**src/rtl/fc_acc_pkg.sv**
```systemverilog
// fc_acc_pkg: shared state encoding and saturation limits for fc_accum_ctrl
package fc_acc_pkg;

    typedef enum logic [1:0] {S_IDLE, S_ACCUM, S_BIAS, S_OUT} fc_acc_state_t;

    function automatic logic [63:0] sat_max(input int w);
        return (64'd1 << (w - 1)) - 64'd1;
    endfunction

    function automatic logic [63:0] sat_min(input int w);
        return 64'd1 << (w - 1);
    endfunction

endpackage

```
**src/rtl/simple_adder.sv**
```systemverilog
// simple_adder: plain modulo-2^DATA_WIDTH adder shared by the accumulation datapath
module simple_adder #(
    parameter int DATA_WIDTH = 16
) (
    input  logic [DATA_WIDTH-1:0] a,
    input  logic [DATA_WIDTH-1:0] b,
    output logic [DATA_WIDTH-1:0] sum
);

    assign sum = a + b;

endmodule

```
**src/rtl/fc_accum_ctrl.sv**
```systemverilog
// fc_accum_ctrl: sums IN_LEN streamed products plus a bias on one shared adder; FC_ACC_SAT_EN enables signed saturation
module fc_accum_ctrl
    import fc_acc_pkg::*;
#(
    parameter int DATA_WIDTH = 16,
    parameter int IN_LEN     = 16,
    parameter int CNT_W      = $clog2(IN_LEN + 1)
) (
    input  logic                  clk,
    input  logic                  rst_n,
    input  logic                  start,
    input  logic [DATA_WIDTH-1:0] bias,
    input  logic [DATA_WIDTH-1:0] in_data,
    input  logic                  in_valid,
    output logic                  in_ready,
    output logic [DATA_WIDTH-1:0] out_data,
    output logic                  out_valid,
    input  logic                  out_ready,
    output logic                  busy
);

    fc_acc_state_t         state_q, state_d;
    logic [DATA_WIDTH-1:0] acc_q, acc_d, bias_q, bias_d;
    logic [DATA_WIDTH-1:0] add_b, add_sum, add_res;
    logic [CNT_W-1:0]      cnt_q, cnt_d;
    logic                  beat;

    assign add_b = (state_q == S_BIAS) ? bias_q : in_data;

    simple_adder #(.DATA_WIDTH(DATA_WIDTH)) u_add (
        .a   (acc_q),
        .b   (add_b),
        .sum (add_sum)
    );

`ifdef FC_ACC_SAT_EN
    localparam int MSB = DATA_WIDTH - 1;
    logic ovf;
    assign ovf     = (acc_q[MSB] == add_b[MSB]) && (add_sum[MSB] != acc_q[MSB]);
    assign add_res = !ovf        ? add_sum :
                     acc_q[MSB]  ? DATA_WIDTH'(sat_min(DATA_WIDTH)) :
                                   DATA_WIDTH'(sat_max(DATA_WIDTH));
`else
    assign add_res = add_sum;
`endif

    assign in_ready  = (state_q == S_ACCUM);
    assign out_valid = (state_q == S_OUT);
    assign out_data  = acc_q;
    assign busy      = (state_q != S_IDLE);
    assign beat      = in_ready && in_valid;

    // next-state and datapath updates for the idle/accumulate/bias/output sequence
    always_comb begin
        state_d = state_q;
        acc_d   = acc_q;
        cnt_d   = cnt_q;
        bias_d  = bias_q;
        case (state_q)
            S_IDLE: if (start) begin
                acc_d   = '0;
                cnt_d   = '0;
                bias_d  = bias;
                state_d = S_ACCUM;
            end
            S_ACCUM: if (beat) begin
                acc_d = add_res;
                cnt_d = cnt_q + 1'b1;
                if (cnt_q == CNT_W'(IN_LEN - 1)) state_d = S_BIAS;
            end
            S_BIAS: begin
                acc_d   = add_res;
                state_d = S_OUT;
            end
            S_OUT: if (out_ready) state_d = S_IDLE;
            default: state_d = S_IDLE;
        endcase
    end

    // state and datapath registers, cleared asynchronously so a partial sum is dropped at once
    always_ff @(posedge clk or negedge rst_n) begin
        if (!rst_n) begin
            state_q <= S_IDLE;
            acc_q   <= '0;
            cnt_q   <= '0;
            bias_q  <= '0;
        end else begin
            state_q <= state_d;
            acc_q   <= acc_d;
            cnt_q   <= cnt_d;
            bias_q  <= bias_d;
        end
    end

endmodule

```
**config.mk**
```make
export PLATFORM = sky130hd
export DESIGN_NAME = fc_accum_ctrl
export DESIGN_NICKNAME = d
export VERILOG_FILES = /design/src/rtl/fc_acc_pkg.sv /design/src/rtl/simple_adder.sv /design/src/rtl/fc_accum_ctrl.sv
export SDC_FILE = /design/constraint.sdc
export NUM_CORES = 1
export LEC_CHECK = 0
export CORE_ASPECT_RATIO = 0.7
export CORE_UTILIZATION = 45
export DETAILED_ROUTE_END_ITERATION = 7
export PLACE_DENSITY_LB_ADDON = 0.08
export SYNTH_ARGS = -nofsm -noshare
export SYNTH_HDL_FRONTEND = slang
export SYNTH_SLANG_ARGS = --single-unit
```
**constraint.sdc**
```tcl
create_clock -name clk -period 4.45 [get_ports clk]
set_input_delay 1.1125 -clock clk [delete_from_list [all_inputs] [get_ports clk]]
set_output_delay 1.1125 -clock clk [all_outputs]
set_load 0.005 [all_outputs]
```
# After elaboration in Yosys (flattened, before gate mapping)
# Index checks and enable logic that the tools add are counted.
dict set report totals {
  out_inout_bits 19
  word_cells 35
  ff_bits 39
}
dict set report op_classes {
  add_sub_neg 2
  mux 12
  reduce_logical 9
  eq_ne 8
}
# op count
set op_table {}
lappend op_table {{16-bit two-way mux} 3}
lappend op_table {{16-bit case mux with 3 select lines} 1}
lappend op_table {{16-bit adder} 1}
lappend op_table {{5-bit two-way mux} 2}
lappend op_table {{5-bit case mux with 2 select lines} 1}
lappend op_table {{2-bit two-way mux} 4}
lappend op_table {{2-bit case mux with 4 select lines} 1}
lappend op_table {{2-bit by 1-bit inequality test with 1-bit output, second input constant} 3}
lappend op_table {{3-bit AND reduction} 2}
lappend op_table {{5-bit by 1-bit adder with 5-bit output, second input constant} 1}
lappend op_table {{5-bit by 4-bit equality test with 1-bit output, second input constant} 1}
lappend op_table {{2-bit equality test, second input constant} 2}
lappend op_table {{4-bit AND reduction} 1}
lappend op_table {{2-bit nonzero test} 2}
lappend op_table {{3-bit nonzero test} 1}
lappend op_table {{2-bit by 1-bit equality test with 1-bit output, second input constant} 1}
lappend op_table {{2-bit zero test} 1}
lappend op_table {{2-bit inequality test, second input constant} 1}
lappend op_table {{2-bit AND reduction} 1}
lappend op_table {{1-bit logical AND} 1}

# Depth between registers and ports, before layout
dict set report depth {
  depth_word 5
  ltp_mapped 14
}

# Modules after synthesis
# From an unflattened synthesis, not the netlist that was laid out.
dict set report unflattened {
  cells_unflattened 265
  hier_area_um2 2716.4
}
# module seq_area_each_um2 cells_per_inst n_inst area_each_um2
set modules_own_cells {}
lappend modules_own_cells {fc_accum_ctrl 975.9 167 1 1991.9}
lappend modules_own_cells {simple_adder 0.0 98 1 724.4}

# Worst setup path after synthesis
# No wires, ideal clock.
dict set report synth_path {
  path_type {register to register}
  startpoint {register state_q[0]}
  endpoint {register acc_q[10] (netlist: out_data[10])}
  stages_incl_launch_ff 15
  setup_time_ps 96
  arrival_ps 2995
  n_path_buf 2
  synth_period_minus_slack_ps 3091
  slack_ps 1359
  path_cell_list {dfrtp_1 -> inv_1 -> ha_1 -> buf_2 -> buf_1 -> mux2_2 -> ha_1 -> inv_1 -> fa_1 -> nor2b_4 -> a221o_2 -> a31oi_4 -> o21ai_2 -> xnor2_1 -> o31ai_1}
}
dict set report synth_between {
  elab_chain_len 5
  elab_cells_between_ends 12
  classes_between {add/sub: 1; eq/ne: 4; mux: 3; reduce/logical: 4}
}
# element line_no
set synth_rtl {}
lappend synth_rtl {{start, declared} fc_accum_ctrl.sv:22} ;# fc_acc_state_t state_q, state_d;
lappend synth_rtl {{start signal, assigned} fc_accum_ctrl.sv:88} ;# state_q <= state_d;
lappend synth_rtl {{2-bit equality test} {fc_accum_ctrl.sv:28, fc_accum_ctrl.sv:59}}
lappend synth_rtl {{16-bit two-way mux} fc_accum_ctrl.sv:28} ;# assign add_b = (state_q == S_BIAS) ? bias_q : in_data;
lappend synth_rtl {{16-bit adder} simple_adder.sv:10} ;# assign sum = a + b;
lappend synth_rtl {{16-bit two-way mux} fc_accum_ctrl.sv:66} ;# S_ACCUM: if (beat) begin
lappend synth_rtl {{16-bit case mux with 3 select lines} fc_accum_ctrl.sv:59} ;# case (state_q)
lappend synth_rtl {{end signal, assigned} fc_accum_ctrl.sv:84} ;# acc_q <= '0;
lappend synth_rtl {{end signal, assigned} fc_accum_ctrl.sv:89} ;# acc_q <= acc_d;
lappend synth_rtl {{end, declared} fc_accum_ctrl.sv:23} ;# logic [DATA_WIDTH-1:0] acc_q, acc_d, bias_q, bias_d;
# Parallel ways exist; a longest one is shown, timed or not. The select of a mux whose other input is x is not followed.
# A chain may end at the register's enable or synchronous reset.

# Worst setup path after layout
dict set report layout_path {
  startpoint {input port in_data[0]}
  endpoint {register acc_q[10] (netlist: out_data[10])}
}
dict set report layout_between {
  elab_chain_len 4
}
# element line_no
set layout_rtl {}
lappend layout_rtl {{start, declared} fc_accum_ctrl.sv:13} ;# input logic [DATA_WIDTH-1:0] in_data,
lappend layout_rtl {{16-bit two-way mux *} fc_accum_ctrl.sv:28}
lappend layout_rtl {{16-bit adder *} simple_adder.sv:10}
lappend layout_rtl {{16-bit two-way mux} fc_accum_ctrl.sv:66}
lappend layout_rtl {{16-bit case mux with 3 select lines *} fc_accum_ctrl.sv:59}
# Mark *: on every way between the ends. The rest lies on a longest branch, timed or not. The select of a mux whose other input is x is not followed.

==> impl_metrics.tcl <==
set metrics [dict create \
    clock_latency_ns 0.29 \
    syn_area_mm2 0.00269 \
    cp_data_arrival_time_ns 3.39 \
    numClockSinks 39 \
    synth_area_leader_cell "dfrtp_1" \
    fin_hold_ws_ns 0.505 \
    drt_iter0_drc 62 \
    htreeDepth 2 \
    synth_top_cell_area_share 0.362 \
    firstDrtPassIters 4 \
    crit_start "in_data[0]" \
    cts_setup_buffers 0 \
    ant_nets 0 \
    final_cell_mix "clkdlybuf4s50_1 (54), dfrtp_1 (39), nand2_1 (38), mux2_2 (32), ha_1 (25)" \
    max_freq_mhz 314 \
    gp_congestion 0.848 \
    nNetsFinal 392 \
    path_max_fanout 3 \
    period_share 0.715 \
    worst_slew_pin_slew_ns 0.874 \
    reg2reg_from "state_q[0]" \
    rsz0062_at_grt "no" \
    path_delay_family "compound AO/OA/AOI/OAI gates" \
    yosysUniqueCellTypes 49 \
    crit_slowest_cell "clkdlybuf4s50_1" \
    fp.coreArea_mm2 0.00576 \
    path_cells "clkdlybuf4s50_1 > mux2_2 > ha_1 > inv_1 > fa_1 > nor2b_4 > a221o_2 > a31oi_4 > o21ai_2 > xnor2_1 > o31ai_1" \
    cts_root_buffer "clkbuf_8" \
    drv_cap 0 \
    grt_overflow 0 \
    drive_above_1_share 0.161 \
    ys_async_sr_fraction 1.00 \
    cts_max_path_buffers 2 \
    crit_type "in -> reg" \
    leakage_nw 1.46 \
    status "completed" \
    grt_antenna_before_repair 0 \
    drc 0 \
    hp-class "reg -> reg" \
    grtUsageTotal 0.210 \
    cts_resized 0 \
    synth-edff-count 0 \
    rr_endpoint "out_data[10]" \
    worst-path-buf-inv 2 \
    reg2reg_depth 13 \
    synth_seq_area_share 0.362 \
    min_from "bias_q[0]" \
    numCtsBuffers 5 \
    synth_area_leaders "dfrtp_1 (36%), mux2_2 (13%), ha_1 (12%)" \
    worstSetupStartpointType "input pin" \
    core.rowCount 23 \
    dieWidth_um 94.5 \
    syn_inst 271 \
    ys_seq_elements 39 \
    drt-total-wl_um 6050 \
    p_per_area_mw_per_mm2 702 \
    fin_worst_skew_ns 0.00425 \
    grt_pass1_wl_um 9940 \
    place_hpwl_um 4550 \
    max_stage_delay_ns 0.40 \
    die_h_um 66.7 \
    maxSlewViolCount 0 \
    crit_cells 11 \
    grt_max_degree 40 \
    synth_ff_type "dfrtp_1" \
    syn_to_final_growth_pct 26.4 \
    avgRoutedWirePerCell_um 14.9 \
    diodes 0 \
    fill_cells 544 \
    grt_pass1_vias 2035 \
    syn-num-nets 334 \
    period_needed_ns 3.18 \
    io_pins 56 \
    ff2ff_setup_slack_ns 1.42 \
    num_vias 2238 \
    start_util 0.468 \
    place.port_buffers 55 \
    final_util 0.592 \
    layout_commonest_cell "clkdlybuf4s50_1" \
    tns_ns 0 \
    cp.required_ns 4.66 \
    max_slew_margin 0.417 \
    ir_worst_vdd_mv 0.303 \
    vias_per_cell 5.53 \
    cts_tree "yes" \
    cts.reportedPaths.clkPinSlew_ns 0.08 \
    hold_viol 0 \
    setup_viol 0 \
    end_kind "flop" \
    cts-hold-fix-buffers 0 \
    fp.dieArea_mm2 0.00630 \
    crit_end "out_data[10]" \
    yosysWarnings 0 \
    postSynthAreaPerCell_um2 9.94 \
]
==> power breakdown <==
group,switching (W),leakage [nW],total [W],internal [W]
registers,0.000106,0.489,0.000619,0.000514
logic,0.000822,0.926,0.00154,0.000714
clock network,0.000127,0.0477,0.000234,0.000107
==> cell families (layout without fill, tap and decap cells) <==
kind of cell | after synthesis | count (layout) | share of synthesized area
flops | 39 | 39 | 0.362
mux | 34 | 34 | 0.141
fa+ha+maj | 26 | 26 | 0.124
compound gates | 70 | 70 | 0.178
xor+xnor | 10 | 10 | 0.0325
simple gates | 73 | 73 | 0.134
buf+inv | 19 | 78 | 0.0279
==> through the flow <==
step           cells  setup WS, ns  instance area, um^2  total power, W
6_report         405          1.27                 3400         0.00239
2_1_floorplan    271          1.36                 2690         0.00171
4_1_cts          405          1.27                 3400         0.00241
3_3_place_gp     397          1.00                 3320         0.00214
5_1_grt          405          1.13                 3400         0.00261
3_5_place_dp     397         0.954                 3320         0.00216
==> flip-flops by register name, indices dropped and copies added (netlist names) <==
signal    flops
bias_q       16
cnt_q         5
out_data     16
state_q       2
==> final cells by class <==
cell class / count / area [um^2] / area share
repair buffers: 57 / 561 / 0.165
multi-input cells: 213 / 1640 / 0.482
inverters: 13 / 48.8 / 0.0143
clock inverters: 3 / 15.0 / 0.00441
well taps: 75 / 93.8 / 0.0276
flip-flops and latches: 39 / 976 / 0.287
clock buffers: 5 / 68.8 / 0.0202
==> how the worst min path moves through the flow <==
stage | end | slack (ns) | depth (start not counted)
6_report | bias_q[0] | 0.50 | 1
5_1_grt | bias_q[1] | 0.51 | 1
4_1_cts | bias_q[13] | 0.51 | 1
3_5_place_dp | bias_q[8] | 0.49 | 1
3_3_place_gp | bias_q[10] | 0.48 | 1
2_1_floorplan | bias_q[10] | 0.47 | 1
==> routing by layer <==
| layer | GRT usage | share of wire | vias up | wire length (um) |
|---|---|---|---|---|
| li1 | - | - | 1107 | - |
| met1 | 0.312 | 0.53 | 1065 | 3190 |
| met2 | 0.303 | 0.41 | 60 | 2450 |
| met3 | 0.0422 | 0.056 | 6 | 336 |
| met4 | 0.0625 | 0.013 | 0 | 76 |
| met5 | 0 | 0 | - | 0 |
==> Yosys cell counts, drive strengths merged (3+ instances only) <==
| library cell | count |
|---|---|
| nand2 | 38 |
| a221o | 3 |
| nor2 | 11 |
| a21o | 4 |
| ha | 25 |
| xor2 | 5 |
| a21oi | 14 |
| o21ai | 21 |
| inv | 13 |
| nand4 | 4 |
| a31oi | 3 |
| o31ai | 6 |
| nand3 | 4 |
| xnor2 | 5 |
| dfrtp | 39 |
| mux2 | 32 |
| nor3 | 5 |
| buf | 4 |
Power figures use the tool's default switching activity.
